===== src/rtl/debug_loader_if.sv =====
// Host-side bus of the debug loader: UART rx/tx handshake, instruction-memory
// write port and pipeline freeze. master = debug_loader, slave = its environment.
interface debug_loader_if;
  logic [7:0]  i_rx_data;
  logic        i_rx_valid;
  logic        i_tx_busy;
  logic        i_program_halted;
  logic [7:0]  o_tx_data;
  logic        o_tx_start;
  logic        o_write_instruction_mem;
  logic [31:0] o_instruction_mem_addr;
  logic [31:0] o_instruction_mem_data;
  logic        o_halt;

  modport master (
    input  i_rx_data, i_rx_valid, i_tx_busy, i_program_halted,
    output o_tx_data, o_tx_start, o_write_instruction_mem,
           o_instruction_mem_addr, o_instruction_mem_data, o_halt
  );

  modport slave (
    output i_rx_data, i_rx_valid, i_tx_busy, i_program_halted,
    input  o_tx_data, o_tx_start, o_write_instruction_mem,
           o_instruction_mem_addr, o_instruction_mem_data, o_halt
  );
endinterface


===== src/rtl/debug_loader.sv =====
// Host command decoder: loads programs into instruction memory over UART and
// drives the pipeline freeze for run / step / halt, answering each command.
module debug_loader #(
  parameter logic [7:0] ACK = 8'h06,
  parameter logic [7:0] NAK = 8'h15,
  parameter logic [7:0] END = 8'h45
) (
  input  logic           i_clk,
  input  logic           i_reset,
  debug_loader_if.master bus
);

  localparam logic [7:0] CMD_LOAD = 8'h4C;
  localparam logic [7:0] CMD_RUN  = 8'h52;
  localparam logic [7:0] CMD_STEP = 8'h53;
  localparam logic [7:0] CMD_HALT = 8'h48;

  typedef enum logic [2:0] {
    IDLE,
    LOAD_COUNT,
    LOAD_DATA,
    STEP,
    SEND
  } state_t;

  state_t      state_q, state_d;
  logic        halt_q, halt_d;
  logic [1:0]  byte_idx_q, byte_idx_d;
  logic [7:0]  word_cnt_q, word_cnt_d;
  logic [7:0]  word_total_q, word_total_d;
  logic [23:0] partial_q, partial_d;
  logic        wr_q, wr_d;
  logic [31:0] addr_q, addr_d;
  logic [31:0] data_q, data_d;
  logic [7:0]  resp_q, resp_d;
  logic [7:0]  tx_data_q, tx_data_d;
  logic        tx_start_q, tx_start_d;
  logic        halted_prev_q;
  logic        halted_rise;

  assign halted_rise = bus.i_program_halted & ~halted_prev_q;

  // NOTE: every signal assigned below gets its default first, so no path
  // through the case statement can leave one unassigned and infer a latch.
  always_comb begin
    state_d      = state_q;
    halt_d       = halt_q;
    byte_idx_d   = byte_idx_q;
    word_cnt_d   = word_cnt_q;
    word_total_d = word_total_q;
    partial_d    = partial_q;
    wr_d         = 1'b0;
    addr_d       = addr_q;
    data_d       = data_q;
    resp_d       = resp_q;
    tx_data_d    = tx_data_q;
    tx_start_d   = 1'b0;

    unique case (state_q)
      IDLE: begin
        // A program finishing takes priority over a command in the same cycle.
        if (halted_rise && !halt_q) begin
          halt_d  = 1'b1;
          resp_d  = END;
          state_d = SEND;
        end else if (bus.i_rx_valid) begin
          resp_d  = NAK;
          state_d = SEND;
          case (bus.i_rx_data)
            CMD_LOAD: if (halt_q) state_d = LOAD_COUNT;
            CMD_RUN: begin
              halt_d = 1'b0;
              resp_d = ACK;
            end
            CMD_STEP: if (halt_q) begin
              halt_d  = 1'b0;
              state_d = STEP;
            end
            CMD_HALT: begin
              halt_d = 1'b1;
              resp_d = ACK;
            end
            default: ;
          endcase
        end
      end

      LOAD_COUNT: if (bus.i_rx_valid) begin
        // A count of 0 wraps to 256 words through the 8-bit compare below.
        word_total_d = bus.i_rx_data;
        word_cnt_d   = 8'd0;
        byte_idx_d   = 2'd0;
        state_d      = LOAD_DATA;
      end

      LOAD_DATA: if (bus.i_rx_valid) begin
        byte_idx_d = byte_idx_q + 2'd1;
        if (byte_idx_q == 2'd3) begin
          wr_d       = 1'b1;
          addr_d     = {22'd0, word_cnt_q, 2'b00};
          data_d     = {bus.i_rx_data, partial_q};
          word_cnt_d = word_cnt_q + 8'd1;
          if (word_cnt_q == word_total_q - 8'd1) begin
            resp_d  = ACK;
            state_d = SEND;
          end
        end else begin
          // Little-endian: earlier bytes shift down toward bit 0.
          partial_d = {bus.i_rx_data, partial_q[23:8]};
        end
      end

      STEP: begin
        halt_d  = 1'b1;
        resp_d  = ACK;
        state_d = SEND;
      end

      SEND: if (!bus.i_tx_busy) begin
        // tx_data only changes here, so it stays put while the previous byte is on the wire.
        tx_start_d = 1'b1;
        tx_data_d  = resp_q;
        state_d    = IDLE;
      end

      default: state_d = IDLE;
    endcase
  end

  // NOTE: sequential state uses non-blocking assignments so every register
  // samples the pre-edge values computed above, independent of statement order.
  always_ff @(posedge i_clk or posedge i_reset) begin
    if (i_reset) begin
      state_q       <= IDLE;
      halt_q        <= 1'b1;
      byte_idx_q    <= 2'd0;
      word_cnt_q    <= 8'd0;
      word_total_q  <= 8'd0;
      partial_q     <= 24'd0;
      wr_q          <= 1'b0;
      addr_q        <= 32'd0;
      data_q        <= 32'd0;
      resp_q        <= 8'd0;
      tx_data_q     <= 8'd0;
      tx_start_q    <= 1'b0;
      halted_prev_q <= 1'b0;
    end else begin
      state_q       <= state_d;
      halt_q        <= halt_d;
      byte_idx_q    <= byte_idx_d;
      word_cnt_q    <= word_cnt_d;
      word_total_q  <= word_total_d;
      partial_q     <= partial_d;
      wr_q          <= wr_d;
      addr_q        <= addr_d;
      data_q        <= data_d;
      resp_q        <= resp_d;
      tx_data_q     <= tx_data_d;
      tx_start_q    <= tx_start_d;
      halted_prev_q <= bus.i_program_halted;
    end
  end

  assign bus.o_halt                  = halt_q;
  assign bus.o_write_instruction_mem = wr_q;
  assign bus.o_instruction_mem_addr  = addr_q;
  assign bus.o_instruction_mem_data  = data_q;
  assign bus.o_tx_data               = tx_data_q;
  assign bus.o_tx_start              = tx_start_q;

endmodule


===== src/flat_wrapper.sv =====
// flat-port wrapper written by rule: the top's interface ports become plain ports
module debug_loader_flat 
#(
  parameter logic [7:0] ACK = 8'h06,
  parameter logic [7:0] NAK = 8'h15,
  parameter logic [7:0] END = 8'h45
)
  (i_clk, i_reset, bus_i_rx_data, bus_i_rx_valid, bus_i_tx_busy, bus_i_program_halted, bus_o_tx_data, bus_o_tx_start, bus_o_write_instruction_mem, bus_o_instruction_mem_addr, bus_o_instruction_mem_data, bus_o_halt);
  debug_loader_if bus_i ();
  input  logic i_clk;
  input  logic i_reset;
  input wire logic [$bits(bus_i.i_rx_data)-1:0] bus_i_rx_data;
  input wire logic [$bits(bus_i.i_rx_valid)-1:0] bus_i_rx_valid;
  input wire logic [$bits(bus_i.i_tx_busy)-1:0] bus_i_tx_busy;
  input wire logic [$bits(bus_i.i_program_halted)-1:0] bus_i_program_halted;
  output wire logic [$bits(bus_i.o_tx_data)-1:0] bus_o_tx_data;
  output wire logic [$bits(bus_i.o_tx_start)-1:0] bus_o_tx_start;
  output wire logic [$bits(bus_i.o_write_instruction_mem)-1:0] bus_o_write_instruction_mem;
  output wire logic [$bits(bus_i.o_instruction_mem_addr)-1:0] bus_o_instruction_mem_addr;
  output wire logic [$bits(bus_i.o_instruction_mem_data)-1:0] bus_o_instruction_mem_data;
  output wire logic [$bits(bus_i.o_halt)-1:0] bus_o_halt;
  assign bus_i.i_rx_data = bus_i_rx_data;
  assign bus_i.i_rx_valid = bus_i_rx_valid;
  assign bus_i.i_tx_busy = bus_i_tx_busy;
  assign bus_i.i_program_halted = bus_i_program_halted;
  assign bus_o_tx_data = bus_i.o_tx_data;
  assign bus_o_tx_start = bus_i.o_tx_start;
  assign bus_o_write_instruction_mem = bus_i.o_write_instruction_mem;
  assign bus_o_instruction_mem_addr = bus_i.o_instruction_mem_addr;
  assign bus_o_instruction_mem_data = bus_i.o_instruction_mem_data;
  assign bus_o_halt = bus_i.o_halt;
  debug_loader #(.ACK(ACK), .NAK(NAK), .END(END)) u_core (.i_clk(i_clk), .i_reset(i_reset), .bus(bus_i));
endmodule

===== config.mk =====
export PLATFORM = sky130hd
export DESIGN_NAME = debug_loader_flat
export DESIGN_NICKNAME = d
export VERILOG_FILES = /design/src/rtl/debug_loader_if.sv /design/src/rtl/debug_loader.sv /design/src/flat_wrapper.sv
export SDC_FILE = /design/constraint.sdc
export NUM_CORES = 1
export LEC_CHECK = 0
export BUFFER_PORTS_ARGS = -buffer_cell sky130_fd_sc_hd__buf_2
export CORE_MARGIN = 4
export CORE_UTILIZATION = 55
export CTS_CLUSTER_SIZE = 28
export DETAILED_ROUTE_END_ITERATION = 8
export PLACE_DENSITY_LB_ADDON = 0.12
export SLEW_MARGIN = 40
export SYNTH_ARGS = -nofsm -noshare
export SYNTH_HDL_FRONTEND = slang
export SYNTH_SLANG_ARGS = --single-unit
export TNS_END_PERCENT = 100

===== constraint.sdc =====
create_clock -name i_clk -period 4.15 [get_ports i_clk]
set_clock_uncertainty 0.1 [all_clocks]
set_input_delay 0.83 -clock i_clk [delete_from_list [all_inputs] [get_ports i_clk]]
set_output_delay 0.83 -clock i_clk [all_outputs]
set_load 0.02 [all_outputs]

# Word level (Yosys, flattened, before mapping)
# Index checks and enable logic that the tools add are counted.
# word_totals
elab_cells,88
input_bits,13
register_bits,105
out_inout_bits,75
# op_classes
eq_ne,17
bitwise_logic,4
add_sub_neg,3
reduce_logical,17
n_mux,34
# op_table
cell,n
$mux 8,8
$eq 8x7->1 const B,4
$mux 3,9
$pmux 8 s3,1
$pmux 8 s2,1
$pmux 3 s5,1
$reduce_and 3->1,4
$add 8x1->8 const B,1
$eq 8x8->1,1
$sub 8x1->8 const B,1
$mux 1,7
$eq 3x2->1 const B,2
$ne 2x2->1 const B,3
$pmux 3 s2,1
$reduce_and 6->1,1
$mux 5,1
$reduce_and 5->1,1
$mux 2,2
$ne 2x1->1 const B,2
$ne 4x3->1 const B,1
$pmux 1 s2,2
$pmux 2 s2,1
$reduce_and 2->1,2
$reduce_and 4->1,1
13 further kinds,17

# Depth between registers and ports, before layout
# Gate-level depths: netlist of the first run.
# depth
ltp_word,6
mapped_depth,8
depth_no_buf,7

# Worst setup path before layout of the first run
# No wires, ideal clock.
# synth_path
kind,in2reg
from,input bus_i_rx_valid
to,register u_core.data_q[25] (netlist: u_core.bus.o_instruction_mem_data[25])
slack_ps,1635
required_ps,3925
path_stages,6
t_arrival_ps,2291
setup_ps,125
n_path_buf,3
path_cell_list,clkbuf_1 nor2b_1 and3_1 clkbuf_1 buf_2 mux2_2
# synth_between
elab_chain_len,1
# synth_rtl
item,line,source
start: declaration,flat_wrapper.sv:13,input wire logic [$bits(bus_i.i_rx_valid)-1:0] bus_i_rx_valid;
$reduce_and 3->1 (no source line),n/a,
end signal: assignment,debug_loader.sv:156,data_q <= data_d;
end: declaration,debug_loader.sv:34,"logic [31:0] data_q, data_d;"
# No other way between the ends.
# A chain may end at the register's enable or synchronous reset.

# Final worst setup path of the first run
# layout_path
from,register u_core.word_total_q[0]
to,register u_core.state_q[1]
# layout_between
elab_chain_len,4
# layout_rtl
item,line,source
start: declaration,debug_loader.sv:30,"logic [7:0] word_total_q, word_total_d;"
start signal: assignment,debug_loader.sv:152,word_total_q <= word_total_d;
$sub 8x1->8,debug_loader.sv:103,if (word_cnt_q == word_total_q - 8'd1) begin
$eq 8x8->1,debug_loader.sv:103,
$ne 2x1->1 (no source line),n/a,
$reduce_and 6->1 (no source line),n/a,
end signal: assignment,debug_loader.sv:148,state_q <= state_d;
end: declaration,debug_loader.sv:26,"state_t state_q, state_d;"
# No other way between the ends.

==> results of run 1 <==
==> worst reg2reg max path: stages (launching register included) <==
cell and delay [ps]:
dfrtp_1 430, inv_1 90, ha_1 170, or3b_2 470
or4_1 410, a211oi_1 260, o311a_2 320, a311oi_1 120
==> worst max path at each step <==
stage | depth (start not counted) | to | slack, ps | from
2_1_floorplan | 1 | u_core.bus.o_instruction_mem_addr[2] | 630 | i_reset
3_3_place_gp | 4 | u_core.bus.o_instruction_mem_data[7] | 1270 | bus_i_rx_valid
3_5_place_dp | 6 | u_core.resp_q[0] | 1400 | bus_i_rx_data[2]
4_1_cts | 7 | u_core.resp_q[0] | 1610 | u_core.word_total_q[0]
5_1_grt | 7 | u_core.state_q[1] | 1410 | u_core.word_total_q[0]
6_report | 7 | u_core.state_q[1] | 1630 | u_core.word_total_q[0]
==> per-stage QoR <==
step	hold WS, ps	worst slack [ps]	power, W	util	cells
2_1_floorplan	372	631	0.00157	-	403
3_3_place_gp	383	1270	0.00169	0.593	526
3_5_place_dp	390	1400	0.00171	0.594	526
4_1_cts	319	1610	0.00230	0.617	542
5_1_grt	327	1410	0.00241	0.617	542
6_report	325	1630	0.00227	0.617	542
==> cells in the final DEF (no fill, tap or decap), types with 3 or more instances in the layout <==
cell / instances
xnor2_1: 8
nor3b_1: 3
nand3b_1: 3
nor3_1: 9
clkbuf_8: 10
ha_1: 3
xor2_1: 3
mux2_2: 74
a21oi_1: 11
o211ai_1: 3
inv_6: 3
a31o_2: 3
buf_2: 60
nand2_1: 22
nand3_1: 3
inv_1: 6
buf_4: 3
nand2b_1: 7
nor2b_1: 5
conb_1: 27
dfrtp_1: 98
nor2_1: 13
o21ai_0: 17
==> cells by family after synthesis <==
kind of cell               count (synthesis)  share of synthesized area
muxes                                     74                      0.181
AOI/OAI and AO/OA                         54                     0.0784
xor gates and xnor gates                  11                     0.0210
other                                      1                   0.000816
DFF                                       99                      0.539
and+or+nand+nor                           83                     0.0983
buffers and inverters                     52                     0.0727
adders and majority gates                  3                    0.00817
==> sequential cells by signal (all words and copies together) (netlist names) <==
signal	count
u_core.bus.o_instruction_mem_addr	8
u_core.bus.o_tx_start	1
u_core.word_total_q	8
u_core.bus.o_instruction_mem_data	32
u_core.resp_q	5
u_core.partial_q	24
u_core.halted_prev_q	1
u_core.state_q	3
u_core.bus.o_write_instruction_mem	1
u_core.bus.o_halt	1
u_core.byte_idx_q	2
u_core.bus.o_tx_data	5
u_core.word_cnt_q	8
==> per-layer routing <==
layer / up-vias / GRT usage / part of all wire
li1: 1388 / - / -
met1: 1497 / 0.247 / 0.45
met2: 68 / 0.283 / 0.49
met3: 5 / 0.0484 / 0.049
met4: 0 / 0.0441 / 0.010
met5: - / 0 / 0
==> report_power, final <==
part	leakage, nW	total [W]	internal (W)	switching [W]
clock network	0.0958	0.000593	0.000246	0.000347
logic	1.08	0.000498	0.000203	0.000294
registers	1.31	0.00118	0.00108	0.000101
==> cell type report <==
class / instances / area share
Tap cell: 105 / 0.0260
Sequential cell: 99 / 0.491
Multi-Input combinational cell: 252 / 0.375
Clock inverter: 6 / 0.0107
Inverter: 7 / 0.00571
Clock buffer: 10 / 0.0273
Timing Repair Buffer: 63 / 0.0640
==> out/qor.txt, run 1 <==
unique cell type count in the Yosys netlist: 54
final period utilization: 0.608
die height: 99.4 um
Critical Path RT: 4260 ps
CTS Buf Count: 9
Arrival @ worst endpoint: 2630 ps
Fill cells: 671
FP Rows: 33
Setup-failing EPs final: 0
area after detailed placement: 4850 um^2
count leader, synth: dfrtp_1
final wirelength: 8300 um
DR vias: 2958
Antenna Cells: 0
vias in the first global route: 2811
share of post-route cells with drive strength above 1: 0.382
Clk Latency, worst-skew pair: 360 ps
TritonCTS clock tree: done
starting DRC count in detailed routing: 98
Detail Placement HPWL: 5920 um
Synth area leader: dfrtp_1
Worst Reg-to-Reg Cells: 7
worst-path fanout max: 7
min Tclk post-route: 2520 ps
#FFs+latches synth: 99
static leakage: 2.48 nW
worst reg-to-reg setup slack: 1630 ps
DR vias/cell: 5.46
max incr delay on CP: 470 ps
number of synthesized flops with an enable pin: 0
Core ar.: 8180 um^2
slowest CP cell: or3b_2
first drt pass iteration count: 4
Worst Setup Start Kind: register
Area Overhead vs Synth: 9.75%
H-Tree Depth: 3
post-synth design cell area: 4600 um^2
worst-case clock buffer depth: 2
I/O Buffers: 60
initial antenna violation count: 0
Hold WC Path Type: in -> async
Max IR drop VDD: 0.000290 V
post-CTS setup buffer count: 0
worst r2r dst: u_core.state_q[1]
Antenna Nets Post-Route: 0
fmax: 396 MHz
root cell of the clock tree: clkbuf_8
Die Footprint: 9880 um^2
Seq/Total Area, Yosys: 0.539
max cap viols: 0
routability congestion estimate: 0.803
cell area power density: 451 nW/um^2
crit path kind: reg -> reg
GRT Overall Usage: 0.179
yosys warns: 0
global-route wire length before repair: 14000 um
top post-synthesis cells by count: dfrtp_1, mux2_2, buf_4, nand2_1, o21ai_0
TNS Setup: 0 ps
CTS clk-pin slew, worst paths: 100 ps
Slew headroom: 0.565
endpoints failing hold: 0
Worst-Margin Slew: 653 ps
status: finished clean
Slew Viols, Final: 0
largest net degree at the start of global routing: 45
cell family with most CP delay: simple AND/OR/NAND/NOR gates
CP Cell Sequence: inv_1 > ha_1 > or3b_2 > or4_1 > a211oi_1 > o311a_2 > a311oi_1
die width: 99.4 um
hold buffers post-CTS: 0
reg-to-reg startpoint: u_core.word_total_q[0]
global route total overflow: 0
top cell type's share of synthesized area: 0.534
Post-synth ARST share: 1.00
Nets: 448
Resized Gates After CTS: 0
WL/cell: 15.3 um
Crit. End Element: register
Final Cell Area: 5040 um^2
Main synth FF type: dfrtp_1
clock sinks: 99
Bufs and invs on worst path: 1
top post-synthesis cells by area: dfrtp_1, mux2_2, buf_4, o21ai_0, nand2_1
RSZ-0062 raised after global routing: no
IO Pins: 88
DRC errors left: 0
register area: 2480 um^2
Mapped Cells: 377
Avg Cell Area, Syn: 12.2 um^2
initial core utilization: 0.562
multi-input logic area: 1890 um^2
Power figures use the tool's default switching activity.
==> run 2: changes to the inputs <==
Settings changed: ABC_AREA set to 1, CORE_UTILIZATION 55 to 50.
Clock period 4.15 ns to 2 ns, I/O delays scaled along.
==> run 2 against run 1 <==
  * Via count rose by 18%
  * Power rose by 88%
  * Sequential share of layout area fell by 0.43 points
  * Maximum frequency rose by 35%
  * Sequential power rose by 89%
  * Clock power rose by 130%
  * Largest power group unchanged
  * Worst hold slack got worse by 260 ps
==> out/qor.txt, run 2 <==
Critical Path Sink: u_core.partial_q[17] (was u_core.state_q[1])
root cell of the clock tree: clkbuf_8 (unchanged)
CP Cell Sequence: inv_2 > nand2_2 > nor2_4 > inv_2 > nor2_2 > inv_2 > or2_4 > nand2_1 > o21ai_2 (was inv_1 > ha_1 > or3b_2 > or4_1 > a211oi_1 > o311a_2 > a311oi_1)
cell family with most CP delay: simple AND/OR/NAND/NOR gates (unchanged)
slowest CP cell: dfrtp_1 (was or3b_2)
clock sinks: 99 (unchanged)
WHS: 68.0 ps (was 325 ps)
die width: 103 um (was 99.4 um)
FP Rows: 34 (was 33)
RSZ-0062 raised after global routing: yes (was no)
reg-to-reg startpoint: u_core.state_q[2] (was u_core.word_total_q[0])
DR vias: 3505 (was 2958)
post-synth design cell area: 4490 um^2 (was 4600 um^2)
fmax: 535 MHz (was 396 MHz)
starting DRC count in detailed routing: 213 (was 98)
Worst-Margin Slew: 513 ps (was 653 ps)
global route total overflow: 0 (unchanged)
worst reg-to-reg setup slack: 130 ps (was 1630 ps)
IO Pins: 88 (unchanged)
met1 GRT Util: 0.274 (was 0.247)
TNS Setup: 0 ps (unchanged)
complex-gate fraction of the synthesized area: 0.101 (was 0.0784)
CTS Buf Count: 9 (unchanged)
Antenna Cells: 0 (unchanged)
max cap viols: 0 (unchanged)
Worst Setup SP: u_core.state_q[2] (was u_core.word_total_q[0])
final core utilization: 0.584 (was 0.617)
XOR/XNOR Fraction of Synth Area: 0.00976 (was 0.0210)
status: finished clean (unchanged)
Hold WC Path Type: in -> async (unchanged)
TritonCTS clock tree: done (unchanged)
Slew headroom: 0.658 (was 0.565)
count leader, synth: nand2_1 (was dfrtp_1)
yosys warns: 0 (unchanged)
met3 usage: 0.0365 (was 0.0484)
initial antenna violation count: 0 (unchanged)
Area Overhead vs Synth: 13.4% (was 9.75%)
Worst Setup Start Kind: register (unchanged)
max incr delay on CP: 450 ps (was 470 ps)
crit path kind: reg -> reg (unchanged)
worst-path fanout max: 24 (was 7)
max reg flops: 32 (unchanged)
initial core utilization: 0.514 (was 0.562)
number of synthesized flops with an enable pin: 0 (unchanged)
H-Tree Depth: 3 (unchanged)
cell area power density: 840 nW/um^2 (was 451 nW/um^2)
Worst path depth: 9 (was 7)
endpoints failing hold: 0 (unchanged)
DRC errors left: 0 (unchanged)
static leakage: 2.79 nW (was 2.48 nW)
Slew Viols, Final: 0 (unchanged)
worst-case clock buffer depth: 2 (unchanged)
CTS clk-pin slew, worst paths: 110 ps (was 100 ps)
Max IR drop VDD: 0.000548 V (was 0.000290 V)
Post-synth ARST share: 1.00 (unchanged)
Adder-Cell Fraction of Synth Area: 0.00837 (was 0.00817)
Avg Cell Area, Syn: 8.47 um^2 (was 12.2 um^2)
largest family of logic cells by synthesized area: simple AND/OR/NAND/NOR gates (was multiplexers)
WL/cell: 13.5 um (was 15.3 um)
GRT Overall Usage: 0.188 (was 0.179)
vias in the first global route: 3298 (was 2811)
Post-Synth Simple-Gate Area: 0.215 (was 0.0983)
GR peak layer: met2 (unchanged)
Die Footprint: 10600 um^2 (was 9880 um^2)
Seq/Total Area, Yosys: 0.552 (was 0.539)
Nets: 610 (was 448)
most used cell along the critical path: inv_2
die height: 103 um (was 99.4 um)
most frequent cells in the layout: nand2_1, dfrtp_1, buf_2 (was dfrtp_1, mux2_2, buf_2)
hold buffers post-CTS: 0 (unchanged)
Core ar.: 8720 um^2 (was 8180 um^2)
Setup-failing EPs final: 0 (unchanged)
met2 Resource Use GR: 0.288 (was 0.283)
multiplexer share of the synthesized area: 0 (was 0.181)
DR vias/cell: 4.96 (was 5.46)
top post-synthesis cells by count: nand2_1, dfrtp_1, inv_1, o21ai_0, nor2_1 (was dfrtp_1, mux2_2, buf_4, nand2_1, o21ai_0)
Detail Placement HPWL: 6590 um (was 5920 um)
top cell type's share of synthesized area: 0.547 (was 0.534)
Antenna Nets Post-Route: 0 (unchanged)
global-route wire length before repair: 15600 um (was 14000 um)
#FFs+latches synth: 99 (unchanged)
commonest non-fill, non-tap cell in the layout: nand2_1 (was dfrtp_1)
min Tclk post-route: 1870 ps (was 2520 ps)
register area: 2480 um^2 (unchanged)
routability congestion estimate: 1.02 (was 0.803)
top post-synthesis cells by area: dfrtp_1, nand2_1, o21ai_0, buf_4, inv_1 (was dfrtp_1, mux2_2, buf_4, o21ai_0, nand2_1)
post-CTS setup buffer count: 0 (unchanged)
largest net degree at the start of global routing: 100 (was 45)
Main synth FF type: dfrtp_1 (unchanged)
first drt pass iteration count: 4 (unchanged)
Clk Latency, worst-skew pair: 360 ps (about the same)
Bufs and invs on worst path: 3 (was 1)
final wirelength: 9570 um (was 8300 um)
Fill cells: 825 (was 671)
multi-input logic area: 1640 um^2 (was 1890 um^2)
Mapped Cells: 530 (was 377)
Crit. End Element: register (unchanged)
share of post-route cells with drive strength above 1: 0.185 (was 0.382)
Arrival @ worst endpoint: 2010 ps (was 2630 ps)
Critical Path RT: 2140 ps (was 4260 ps)
I/O Buffers: 60 (unchanged)
Worst Reg-to-Reg Cells: 9 (was 7)
worst r2r dst: u_core.partial_q[17] (was u_core.state_q[1])
unique cell type count in the Yosys netlist: 35 (was 54)
Synth area leader: dfrtp_1 (unchanged)
final period utilization: 0.935 (was 0.608)
-- run 2: changes by cell type in the layout (fill, tap and decap cells not counted), moves of 6 or more --
| cell | before | now |
|---|---|---|
| inv_1 | 6 | 51 |
| inv_2 | 0 | 6 |
| mux2_2 | 74 | 0 |
| nand2_1 | 22 | 158 |
| nand2b_1 | 7 | 0 |
| nand3_1 | 3 | 22 |
| nor2_1 | 13 | 30 |
| o21ai_0 | 17 | 51 |
| o21ai_1 | 0 | 19 |
-- run 2: layout make-up --
class / count / area share
Sequential cell: 99 / 0.487
Multi-Input combinational cell: 357 / 0.323
Timing Repair Buffer: 68 / 0.0757
Inverter: 59 / 0.0450
Clock buffer: 10 / 0.0270
Tap cell: 108 / 0.0266
Clock inverter: 6 / 0.0157
-- run 2: worst min path at each step --
stage	cells past startpoint	end	start
floorplan	2	u_core.resp_q[2]	u_core.resp_q[2]
global placement	2	u_core.bus.o_tx_data[6]	u_core.bus.o_tx_data[6]
detailed placement	2	u_core.bus.o_tx_data[6]	u_core.bus.o_tx_data[6]
CTS	1	u_core.halted_prev_q	bus_i_program_halted
global route	1	u_core.halted_prev_q	bus_i_program_halted
finish	3	u_core.word_cnt_q[6]	i_reset
-- run 2: kinds of logic (layout without fill, tap and decap cells) --
group                      Yosys count  after routing
adders and majority gates            3              3
AOI/OAI and AO/OA                   86             86
xor gates and xnor gates             5              5
other                                1             27
buffers and inverters              101            143
and+or+nand+nor                    235            236
DFF                                 99             99
-- run 2: per-stage QoR --
step           area (um^2)  setup WS (ps)  power (W)  cells
6_report              5090            130    0.00427    707
5_1_grt               5090          -7.09    0.00451    707
4_1_cts               5040           36.3    0.00429    706
3_5_place_dp          4830           33.9    0.00292    690
3_3_place_gp          4830            107    0.00290    690
2_1_floorplan         4590            199    0.00276    556
-- run 2: repair_timing --
action / in CTS / in global routing
endpoints found under the setup margin: 0 / 35
gates resized for setup: 0 / 13
endpoints found under the hold margin: 0 / 0
-- run 2: report_power, final --
part	total (W)	switching (W)	internal, W	leakage (nW)
combinational	0.000670	0.000459	0.000211	1.39
clock	0.00137	0.000735	0.000637	0.107
sequential	0.00223	0.0000926	0.00214	1.29
-- run 2: worst register-to-register path, stage by stage (launching register included) --
cell,delay [ps]
dfrtp_1,450
inv_2,110
nand2_2,110
nor2_4,170
inv_2,60
nor2_2,140
inv_2,90
or2_4,350
nand2_1,130
o21ai_2,50
-- run 2: per-layer routing --
layer | up-vias | wire length (um)
li1 | 1756 | -
met1 | 1659 | 4700
met2 | 85 | 4350
met3 | 5 | 492
met4 | 0 | 31
met5 | - | 0
==> run 3: changes to the inputs <==
Settings changed: CORE_UTILIZATION 50 to 59.
Clock period 2 ns to 2.2 ns, I/O delays scaled along.
==> run 3 against run 2 <==
  * Register-to-register slack improved by 70 ps
  * Maximum frequency decreased by 6.4%
  * Power shrank 13%
  * Critical path depth fell by 2
  * Sequential power is 9.4% lower
  * Clock power fell by 20%
  * Sequential cell count stayed put
  * Worst hold slack improved by 7.3 ps
  * Cell count shrank 1.4%
  * Final area shrank 1.2%
  * Non-clock buffer count is the same
==> out/qor.txt, run 3 (same netlist as run 2, synthesis figures left out) <==
max reg flops: 32 (unchanged)
Worst Setup SP: u_core.state_q[1] (was u_core.state_q[2])
Arrival @ worst endpoint: 2170 ps (was 2010 ps)
status: finished clean (unchanged)
RSZ-0062 raised after global routing: no (was yes)
global route total overflow: 0 (unchanged)
Critical Path RT: 2370 ps (was 2140 ps)
final period utilization: 0.909 (was 0.935)
Crit. End Element: register (unchanged)
reg-to-reg startpoint: u_core.state_q[1] (was u_core.state_q[2])
commonest non-fill, non-tap cell in the layout: nand2_1 (unchanged)
starting DRC count in detailed routing: 226 (was 213)
CTS clk-pin slew, worst paths: 100 ps (was 110 ps)
Fill cells: 616 (was 825)
die height: 95.2 um (was 103 um)
max cap viols: 0 (unchanged)
largest net degree at the start of global routing: 49 (was 100)
Hold WC Path Type: in -> async (unchanged)
WHS: 75.3 ps (was 68.0 ps)
final wirelength: 8990 um (was 9570 um)
static leakage: 2.78 nW (was 2.79 nW)
Nets: 609 (was 610)
Antenna Nets Post-Route: 0 (unchanged)
most frequent cells in the layout: nand2_1, dfrtp_1, buf_2 (unchanged)
initial antenna violation count: 0 (unchanged)
multi-input logic area: 1610 um^2 (was 1640 um^2)
Slew Viols, Final: 0 (unchanged)
Setup-failing EPs final: 0 (unchanged)
die width: 95.2 um (was 103 um)
Setup WS pre-CTS: 134 ps (was 33.9 ps)
vias in the first global route: 3189 (was 3298)
Final Cell Area: 5030 um^2 (was 5090 um^2)
clock sinks: 99 (unchanged)
Routed met3 length: 564 um (was 492 um)
worst-path fanout max: 7 (was 24)
IO Pins: 88 (unchanged)
post-CTS setup buffer count: 0 (unchanged)
Core ar.: 7330 um^2 (was 8720 um^2)
min Tclk post-route: 2000 ps (was 1870 ps)
register area: 2480 um^2 (unchanged)
GRT Overall Usage: 0.212 (was 0.188)
area after detailed placement: 4830 um^2 (about the same)
global-route wire length before repair: 14900 um (was 15600 um)
TNS Setup: 0 ps (unchanged)
TritonCTS clock tree: done (unchanged)
H-Tree Depth: 3 (unchanged)
final core utilization: 0.686 (was 0.584)
fmax: 500 MHz (was 535 MHz)
crit path kind: reg -> reg (unchanged)
routability congestion estimate: 0.915 (was 1.02)
Detail Placement HPWL: 6740 um (was 6590 um)
Worst Setup Start Kind: register (unchanged)
root cell of the clock tree: clkbuf_8 (unchanged)
Max IR drop VDD: 0.000492 V (was 0.000548 V)
met1 WL: 4210 um (was 4700 um)
endpoints failing hold: 0 (unchanged)
initial core utilization: 0.612 (was 0.514)
share of post-route cells with drive strength above 1: 0.167 (was 0.185)
Slew headroom: 0.558 (was 0.658)
worst-case clock buffer depth: 2 (unchanged)
first drt pass iteration count: 7 (was 4)
WL/cell: 12.9 um (was 13.5 um)
I/O Buffers: 60 (unchanged)
Antenna Cells: 0 (unchanged)
cell area power density: 741 nW/um^2 (was 840 nW/um^2)
Resized Gates After CTS: 0 (unchanged)
FP Rows: 31 (was 34)
CTS Buf Count: 9 (unchanged)
DRC errors left: 0 (unchanged)
Area Overhead vs Synth: 12.0% (was 13.4%)
highest routed layer: met4 (unchanged)
Worst-Margin Slew: 661 ps (was 513 ps)
Clk Latency, worst-skew pair: 350 ps (was 360 ps)
WL met2: 4090 um (was 4350 um)
hold buffers post-CTS: 0 (unchanged)
DR vias: 3522 (was 3505)
final worst setup slack: 201 ps (was 130 ps)
Die Footprint: 9060 um^2 (was 10600 um^2)
DR vias/cell: 5.05 (was 4.96)
## run 3: changes by cell type in the layout (fill, tap and decap cells not counted), moves of 2 or more
cell / previous run / this run
clkinv_4: 0 / 4
clkinvlp_4: 3 / 1
ha_1: 1 / 3
inv_1: 51 / 53
inv_2: 6 / 4
inv_6: 3 / 0
nand2_1: 158 / 160
nand2_2: 5 / 2
## run 3: cell type report
class / count / area share
inverters: 59 / 0.0448
well taps: 99 / 0.0246
flip-flops and latches: 99 / 0.493
multi-input cells: 356 / 0.320
clock inverters: 6 / 0.0124
repair buffers: 68 / 0.0792
clock buffers: 10 / 0.0254
## run 3: worst max-delay path, cell delays in order, from the launching register on
cell and delay, ps:
dfrtp_1 490, nor3_1 390, nand2_1 130, nand2_1 210, nand3_1 190, nor2_1 170, a21oi_1 90, nor3_1 160
## run 3: path summary, 6_finish.rpt
kind,to,slack (ps),cells past startpoint
setup reg to reg,u_core.word_cnt_q[6],200,7
setup / recovery,u_core.word_cnt_q[6],200,7
hold / removal,u_core.partial_q[9],80,2
hold reg to reg,u_core.bus.o_instruction_mem_data[3],380,2
min in group i_clk,u_core.halted_prev_q,100,1
max in group asynchronous,u_core.bus.o_halt,1330,3
## run 3: per-layer routing
metal / up-vias / GRT usage
li1: 1753 / -
met1: 1640 / 0.309
met2: 114 / 0.318
met3: 15 / 0.0339
met4: 0 / 0.0853
met5: - / 0
## run 3: power by group
group	total [W]	internal [W]	switching (W)
clock	0.00110	0.000438	0.000661
combinational	0.000603	0.000190	0.000413
sequential	0.00202	0.00194	0.0000813
## run 3: stage by stage
step	power [W]	instances
after floorplan	0.00251	556
after global placement	0.00264	681
after detailed placement	0.00266	681
after CTS	0.00375	697
after global routing	0.00391	697
final	0.00373	697
